### src/rtl/inst_fetch_stage.sv
// Instruction fetch stage: PC register, ROM enable/address, IF/ID capture.
// Handles stall, flush and branch/jump redirects; counts fetches into IF/ID.
//
// Ports:
//   clk, rst        rising-edge clock, async active-high reset
//   stall           hold PC and IF/ID
//   flush           squash IF/ID
//   redirect_valid  load redirect_pc (word aligned) into PC
//   redirect_pc     redirect target
//   rom_ce          ROM enable (registered)
//   rom_addr        ROM byte address (the PC register)
//   rom_inst        combinational ROM word for rom_addr
//   if_id_pc        PC of held instruction
//   if_id_inst      held instruction, 0 when invalid
//   if_id_valid     IF/ID holds a real instruction
//   if_id_oob       held instruction came from word index >= ROM_WORDS
//   fetch_count     valid loads into IF/ID since reset
module inst_fetch_stage #(
  parameter logic [31:0] RESET_PC  = 32'h0000_0000,
  parameter int          ROM_WORDS = 32
) (
  input  logic        clk,
  input  logic        rst,
  input  logic        stall,
  input  logic        flush,
  input  logic        redirect_valid,
  input  logic [31:0] redirect_pc,
  output logic        rom_ce,
  output logic [31:0] rom_addr,
  input  logic [31:0] rom_inst,
  output logic [31:0] if_id_pc,
  output logic [31:0] if_id_inst,
  output logic        if_id_valid,
  output logic        if_id_oob,
  output logic [31:0] fetch_count
);

  typedef struct packed {
    logic [31:0] pc;
    logic [31:0] inst;
    logic        valid;
    logic        oob;
  } if_id_t;

  localparam logic [29:0] OOB_LIM = 30'(ROM_WORDS);

  logic [31:0] pc;
  logic [31:0] pc_nxt;
  logic        ce;
  if_id_t      q;
  if_id_t      q_nxt;
  logic [31:0] cnt;

  // Low target bits are dropped on redirect.
  logic [1:0]  unused_lsb;
  assign unused_lsb = redirect_pc[1:0];

  // Mutually exclusive next-PC selects.
  logic pc_idle;
  logic pc_jump;
  logic pc_hold;
  logic pc_step;

  assign pc_idle = ~ce;
  assign pc_jump = ce & redirect_valid;
  assign pc_hold = ce & ~redirect_valid & stall;
  assign pc_step = ce & ~redirect_valid & ~stall;

  always_comb begin
    pc_nxt = pc;
    unique case (1'b1)
      pc_idle: pc_nxt = RESET_PC;
      pc_jump: pc_nxt = {redirect_pc[31:2], 2'b00};
      pc_hold: pc_nxt = pc;
      pc_step: pc_nxt = pc + 32'd4;
      default: pc_nxt = pc;
    endcase
  end

  // IF/ID: kill beats stall, so a flushed or
  // redirected slot always becomes a bubble.
  logic id_kill;
  logic id_hold;
  logic id_load;

  assign id_kill = flush | redirect_valid | ~ce;
  assign id_hold = ~id_kill & stall;
  assign id_load = ~id_kill & ~stall;

  always_comb begin
    q_nxt = q;
    unique case (1'b1)
      id_kill: q_nxt = '0;
      id_hold: q_nxt = q;
      id_load: begin
        q_nxt.pc    = pc;
        q_nxt.inst  = rom_inst;
        q_nxt.valid = 1'b1;
        q_nxt.oob   = (pc[31:2] >= OOB_LIM);
      end
      default: q_nxt = '0;
    endcase
  end

  always_ff @(posedge clk or posedge rst) begin
    if (rst) begin
      pc  <= RESET_PC;
      ce  <= 1'b0;
      q   <= '0;
      cnt <= '0;
    end else begin
      pc  <= pc_nxt;
      ce  <= 1'b1;
      q   <= q_nxt;
      if (id_load)
        cnt <= cnt + 32'd1;
    end
  end

  assign rom_ce      = ce;
  assign rom_addr    = pc;
  assign if_id_pc    = q.pc;
  assign if_id_inst  = q.inst;
  assign if_id_valid = q.valid;
  assign if_id_oob   = q.oob;
  assign fetch_count = cnt;

endmodule
### config.mk
export PLATFORM = sky130hd
export DESIGN_NAME = inst_fetch_stage
export DESIGN_NICKNAME = d
export VERILOG_FILES = /design/src/rtl/inst_fetch_stage.sv
export SDC_FILE = /design/constraint.sdc
export NUM_CORES = 1
export LEC_CHECK = 0
export CORE_ASPECT_RATIO = 1.2
export CORE_MARGIN = 3
export CORE_UTILIZATION = 40
export CTS_BUF_LIST = sky130_fd_sc_hd__clkbuf_16
export CTS_CLUSTER_SIZE = 28
export DETAILED_ROUTE_END_ITERATION = 12
export GPL_ROUTABILITY_DRIVEN = 0
export PLACE_DENSITY = 0.72
export SYNTH_ARGS = -nofsm -noshare
export SYNTH_HDL_FRONTEND = slang
export SYNTH_SLANG_ARGS = --single-unit
### constraint.sdc
create_clock -name clk -period 4.6 [get_ports clk]
set_input_delay 0.92 -clock clk [delete_from_list [all_inputs] [get_ports clk]]
set_output_delay 0.92 -clock clk [all_outputs]
set_load 0.03 [all_outputs]
Word-level counts from Yosys, hierarchy flattened
Index checks and enable logic that the tools add are counted.
{"block": "totals", "ramBits": 0, "register_bits": 131, "wordCells": 24, "rom_bits": 0, "mem_count": 0, "input_bits": 69, "output_inout_bits": 131, "latchBits": 0}
{"block": "op_classes", "shifts": 0, "n_mux": 2, "eq_ne": 0, "n_addsub": 2, "div": 0, "reduce_logical": 1, "order_cmp": 1, "bitwise": 11, "multipliers": 0}
{"cell": "66-bit case mux with 2 select lines", "n": 1}
{"cell": "32-bit case mux with 3 select lines", "n": 1}
{"cell": "32-bit by 1-bit adder with 32-bit output (second input constant)", "n": 1}
{"cell": "32-bit by 3-bit adder with 32-bit output (second input constant)", "n": 1}
{"cell": "30-bit by 6-bit >= comparator with 1-bit output (second input constant)", "n": 1}
{"cell": "1-bit bitwise AND", "n": 5}
{"cell": "1-bit inverter", "n": 4}
{"cell": "3-bit nonzero test", "n": 1}
{"cell": "1-bit OR", "n": 2}

Logic depth before layout (Yosys ltp)
Gate-level depths: netlist of the first run.
{"block": "depth", "depth_word": 5, "ltp_mapped": 7, "depth_no_buf": 5}

Least setup slack after synthesis of the first run
OpenSTA, ideal clock, no wires.
{"block": "synth_timing", "path_kind": "input-to-reg", "from": "input stall", "to": "register cnt[22] (netlist: fetch_count[22])", "n_path_buf": 2, "setup_time_ns": 0.135, "arrival_ns": 2.522, "slack_ns": 1.944, "path_stages": 6, "cell_sequence": "clkbuf_1 or4b_1 clkbuf_1 nor4_2 nand4_1 xnor2_1"}
{"block": "synth_between", "elab_chain_cells": 2}
{"element": "start, declared", "line": "24", "text": "input logic stall,"}
{"element": "1-bit inverter", "line": "88", "text": "assign id_load = ~id_kill & ~stall;"}
{"element": "1-bit bitwise AND", "line": "88"}
{"element": "end signal, assigned", "line": "116", "text": "cnt <= cnt + 32'd1;"}
{"element": "end, declared", "line": "52", "text": "logic [31:0] cnt;"}
Every way passes these cells.
A chain may end at the register's enable or synchronous reset.

Final worst setup path of the first run
{"block": "layout_timing", "from": "input redirect_valid", "to": "register cnt[19] (netlist: fetch_count[19])"}
{"block": "layout_between", "elab_chain_cells": 4}
{"element": "start, declared", "line": "26", "text": "input logic redirect_valid,"}
{"element": "1-bit OR (2 in series)", "line": "86", "text": "assign id_kill = flush | redirect_valid | ~ce;"}
{"element": "1-bit inverter", "line": "88"}
{"element": "1-bit bitwise AND", "line": "88"}
Every way passes these cells.

==> metrics.cfg, run 1 <==
[status]
outcome = completed

[floorplanning]
pin_count = 200
core_area_sq_um = 14100
die_y_um = 138
die_w_um = 116
dieArea_sq_um = 16100
start_util_pct = 41.5
rows = 47

[pwr]
powerDensity_nw_per_um2 = 359
max-vdd-ir-drop_uv = 239
p_leak_uw = 0.00359

[global_routing]
grt_usage_pct = 22.8
gr-total-overflow = 0
grt_pass1_vias = 5419
grt_pass1_wl_um = 29100
grt_start_max_net_pins = 74
antenna_found_initial = 0

[logic_synthesis]
syn_area_per_cell_sq_um = 10.8
synth_top_family_by_area = compound AO/OA/AOI/OAI gates
yosys_warnings = 0
ys_seq_area_share_pct = 54.5
synthDistinctLibCells = 57
muxShareOfSynthArea_pct = 0.172
synth-compound-area-share_pct = 17.5
synth_area_sq_um = 5830
ys.flop_type = dfrtp_1
synthAdderAreaFrac_pct = 0.643
syn-instance-count = 540
synthArstFlopShare_pct = 100
ys_seq_elements = 127
yosys.area_share.xor_xnor_pct = 5.85
synth_edf_count = 0
synth-simple-area-share_pct = 17.5

[sta]
fmax_mhz = 315
finalSetupViolations = 0
finalHoldViolations = 0
tightest_slew_ps = 719
rsz0062_at_grt = no
min_period_ps = 3170
slew_viol_final = 0
fin_skew_ps = 6.19
finalSetupTns_ps = 0
slew_headroom_pct = 52.1
post-route-period-util_pct = 69.0

[routing]
wl_um = 18100
drc = 0
post_drt_via_cell_ratio = 5.93
first_pass_iters = 5
ant_nets = 0
vias = 5365
wl_per_cell_um = 20.0
drtIter0Drc = 479

[final_layout]
final_cell_mix = clkdlybuf4s50_1, dfrtp_1, a22o_1
drive_above_1_share_pct = 6.27
multi_input_area_sq_um = 2460
final.fill_count = 1161
fin_cells = 905
seq_area_sq_um = 3180
diodes = 0
area_growth_pct = 46.9
nNetsFinal = 793
final_common_cell = clkdlybuf4s50_1

[clock_tree]
clk_latency_ps = 410
clk_pin_slew_ps = 50
cts_sinks = 127
cts_tree = done
postCtsSetupBuffers = 0
cts_hold_buf = 0
numCtsBuffers = 17
root_buffer = clkbuf_16
cts_buffer_depth = 2
htree_levels = 4
cts_resized = 0

[place]
hpwl_um = 12900
place_inst = 873
io_buffer_count = 193

[critical_path]
critPathRequiredTime_ps = 4890
crit_type = input pin to flop
endpoint_kind = flop
critPathLaunchType = input pin
cp_max_fo = 22
crit_arrival_ps = 3460

[job]
drv_cap = 0

[hold_path]
hp-class = flop to flop

[power breakdown]
part / switching (uW) / leakage, uW / total [uW] / internal, uW
clock network: 479 / 0.000320 / 1480 / 1000
registers: 63.9 / 0.00174 / 1220 / 1160
logic: 205 / 0.00153 / 371 / 166
[layout make-up]
type | instances | share of cell area, %
sequential | 127 | 37.1
multi-input combinational | 364 | 28.8
timing repair buffer | 203 | 23.7
clock buffer | 17 | 4.96
clock inverter | 15 | 2.63
tap | 171 | 2.50
inverter | 8 | 0.380
[cell families (layout without fill, tap and decap cells)]
group / Yosys count / in the layout
other cells: 2 / 5
flops: 127 / 127
mux: 1 / 1
simple gates: 180 / 180
fa+ha+maj: 3 / 3
buf+inv: 52 / 243
xor+xnor: 39 / 39
compound gates: 136 / 136
[layer usage]
| layer | part of all wire [%] | vias to the layer above | track usage [%] |
|---|---|---|---|
| met5 | 0 | - | 0 |
| met4 | 3.5 | 0 | 11.1 |
| met3 | 6.3 | 45 | 4.50 |
| met2 | 49 | 283 | 36.6 |
| met1 | 41 | 2631 | 29.2 |
| li1 | - | 2406 | - |
[state kept, by name, summed over array words and instances, names as in the netlist]
| name | cells |
|---|---|
| rom_addr | 30 |
| rom_ce | 1 |
| if_id_valid | 1 |
| if_id_oob | 1 |
| fetch_count | 32 |
| if_id_pc | 30 |
| if_id_inst | 32 |
[synthesized netlist by cell type (3+ instances only)]
master / count / share of area [%]
a21oi_1: 11 / 0.94
a22o_1: 58 / 8.7
a31oi_1: 7 / 0.75
and3_1: 8 / 0.86
and4_1: 7 / 1.1
buf_2: 3 / 0.26
buf_4: 4 / 0.51
clkbuf_1: 34 / 2.2
dfrtp_1: 127 / 54
ha_1: 3 / 0.64
inv_1: 7 / 0.45
nand2_1: 40 / 2.6
nand2b_1: 3 / 0.32
nand3_1: 28 / 2.4
nand4_1: 23 / 2.5
nand4b_1: 3 / 0.45
nor2_1: 13 / 0.84
nor2b_1: 3 / 0.32
nor3_1: 16 / 1.4
nor4_1: 13 / 1.4
o211a_1: 4 / 0.69
o211ai_1: 4 / 0.51
o21ai_0: 25 / 2.1
o31ai_1: 9 / 1.2
or4_1: 9 / 1.2
xnor2_1: 27 / 4.1
xor2_1: 12 / 1.8
[worst max-delay path: stages]
cell and delay [ps]:
clkdlybuf4s50_1 390, buf_4 210, or4b_1 890, nor4_4 640, nand4_1 220, xnor2_1 180
[metrics by stage]
stage | hold WS, ps | instance area [sq um] | total power (uW) | util, % | setup slack (ps)
floorplan | 650 | 5850 | 1420 | - | 296
global placement | 461 | 7920 | 1600 | 56.4 | 1060
detailed placement | 467 | 7920 | 1610 | 56.4 | 1040
CTS | 480 | 8570 | 3100 | 61.0 | 1460
global route | 505 | 8570 | 3180 | 61.0 | 1290
finish | 476 | 8570 | 3070 | 61.0 | 1430
[worst paths after layout]
path	from	endpoint	slack, ps	depth (start not counted)
max	redirect_valid	fetch_count[19]$_DFFE_PP0P_	1430	6
min in group asynchronous	rst	if_id_inst[11]$_DFFE_PP0N_	980	2
max in group asynchronous	rst	fetch_count[20]$_DFFE_PP0P_	2750	3
max reg2reg	rom_ce$_DFF_PP0_	if_id_inst[11]$_DFFE_PP0N_	1870	5
min	if_id_valid$_DFFE_PP0N_	if_id_valid$_DFFE_PP0N_	480	2
min reg2reg	if_id_valid$_DFFE_PP0N_	if_id_valid$_DFFE_PP0N_	480	2
Note: power is estimated with default switching activity, not from simulation.
==> run 2: changes to the inputs <==
- PLACE_DENSITY: 0.72 -> 0.75
- clock period: 4.6 -> 2.85 ns (I/O delays scaled with it)
==> run 2 against run 1 <==
Net effect: total power rose by 52%; final cell count rose by 2.2%; via count rose by 0.86%; critical path depth fell by 2; clock skew rose by 2.0 ps; sequential share of layout area fell by 0.35 points; sequential power rose by 60%; critical path type is now flop to flop; global-route usage rose by 0.31 points; die area did not move; critical endpoint is now rom_addr[27]$_DFFE_PP0P_.
==> metrics.cfg, run 2 (synthesis results as in run 1) <==
[final_layout]
diodes = 0  ; unchanged
drive_above_1_share_pct = 8.36  ; +2.1 points
area_growth_pct = 48.3
nNetsFinal = 814  ; +2.6%
final_core_util_pct = 61.6  ; +0.59 points
final_cell_mix = clkdlybuf4s50_1, dfrtp_1, a22o_1
final_common_cell = clkdlybuf4s50_1

[critical_path]
crit_arrival_ps = 2820  ; -640 ps
critPathRequiredTime_ps = 3170  ; -1720 ps
crit_type = flop to flop
startpoint = rom_addr[11]$_DFFE_PP0P_
critPathLaunchType = flop
endpoint_kind = flop
cp_max_fo = 19  ; -14%
reg2reg_from = rom_addr[11]$_DFFE_PP0P_
r2r_slack_ps = 340  ; -1530 ps

[sta]
fin_hold_ws_ps = 485  ; +8.37 ps
setup_ws_ps = 345  ; -1080 ps
slew_headroom_pct = 58.2  ; +6.1 points
fin_skew_ps = 8.18  ; +1.99 ps
fmax_mhz = 399
min_period_ps = 2510
post-route-period-util_pct = 87.9
rsz0062_at_grt = no
finalSetupViolations = 0  ; unchanged
finalSetupTns_ps = 0  ; unchanged
slew_viol_final = 0  ; unchanged
finalHoldViolations = 0  ; unchanged
tightest_slew_ps = 627  ; -91.7 ps

[global_routing]
grt_use_met3_pct = 6.34  ; +1.8 points
grt_pass1_vias = 5385  ; -0.63%
busiest_layer = met2
grt_pass1_wl_um = 29100  ; about the same
gr-total-overflow = 0  ; unchanged
grt_start_max_net_pins = 62  ; -16%
met1_usage_pct = 28.5  ; -0.69 points
antenna_found_initial = 0  ; unchanged
grt_usage_pct = 23.1  ; +0.31 points
use_met2_pct = 37.9  ; +1.3 points

[pwr]
max-vdd-ir-drop_uv = 423  ; +77%
p_comb_share_pct = 13.8  ; +1.7 points
p_sw_share_pct = 25.3  ; +1.0 points
p_seq_share_pct = 41.8  ; +2.1 points
netSwitchingPower_uw = 1180  ; +58%
powerDensity_nw_per_um2 = 540  ; +50%
power_uw = 4670  ; +52%
p_leak_uw = 0.00367  ; +2.3%
internal_power_uw = 3490  ; +50%
clockPowerShare_pct = 44.4  ; -3.8 points

[clock_tree]
root_buffer = clkbuf_16
cts_sinks = 127  ; unchanged
clk_pin_slew_ps = 50  ; about the same
clk_latency_ps = 420  ; about the same
cts_buffer_depth = 2  ; unchanged
postCtsSetupBuffers = 0  ; unchanged
cts_hold_buf = 0  ; unchanged
numCtsBuffers = 17  ; unchanged
cts_tree = done
htree_levels = 4  ; unchanged
cts_resized = 0  ; unchanged

[routing]
post_drt_via_cell_ratio = 5.85  ; -1.3%
drtIter0Drc = 688  ; +44%
wl_um = 18700  ; +3.0%
first_pass_iters = 5  ; unchanged
ant_nets = 0  ; unchanged
drc = 0  ; unchanged
wl_per_cell_um = 20.2  ; +0.73%
vias = 5411  ; +0.86%

[floorplanning]
die_w_um = 116  ; unchanged
start_util_pct = 41.5  ; unchanged
dieArea_sq_um = 16100  ; unchanged
die_y_um = 138  ; unchanged
rows = 47  ; unchanged
pin_count = 200  ; unchanged
core_area_sq_um = 14100  ; unchanged

[status]
outcome = completed

[place]
pre_cts_ws_ps = 132  ; -908 ps
io_buffer_count = 193  ; unchanged
hpwl_um = 13300  ; +3.7%

[job]
drv_cap = 0  ; unchanged

[hold_path]
hp-start = if_id_pc[8]$_DFFE_PP0N_
hp-class = flop to flop

## run 2: final cells by class
type | instances | area [sq um]
repair buffers | 224 | 2200
flip-flops and latches | 127 | 3180
clock buffers | 17 | 425
inverters | 8 | 33.8
clock inverters | 14 | 136
multi-input cells | 364 | 2460
fillers | 1183 | 5400
well taps | 171 | 214
## run 2: metal layers
metal	wire length, um	share of wire [%]
met5	5	0.027
met4	470	2.5
met3	1400	7.5
met2	9550	51
met1	7250	39
## run 2: power by group through the flow
stage                     clock, uW  combinational (uW)  sequential (uW)
after global routing           2210                 686             1960
after global placement            0                 633             1980
after CTS                      2110                 645             1950
final                          2080                 643             1950
after floorplan                   0                 203             2090
after detailed placement          0                 642             1980
## run 2: worst max-delay path, cell delays in order, from the launching register on
cell	delay [ps]
dfrtp_1	470
nand4_2	170
or4_1	850
or4_1	620
a211oi_1	280
## run 2: final timing paths
path	end	cells after the start
hold reg to reg	if_id_pc[8]$_DFFE_PP0N_	2
setup reg to reg	rom_addr[27]$_DFFE_PP0P_	4
max in group asynchronous	if_id_inst[17]$_DFFE_PP0N_	3
hold / removal	if_id_pc[8]$_DFFE_PP0N_	2
setup / recovery	rom_addr[27]$_DFFE_PP0P_	4
min in group asynchronous	if_id_pc[26]$_DFFE_PP0N_	2
## run 2: through the flow
stage	cell area, sq um	cells
6_report	8650	925
5_1_grt	8650	925
4_1_cts	8650	925
3_5_place_dp	8090	894
3_3_place_gp	8090	894
2_1_floorplan	5850	543
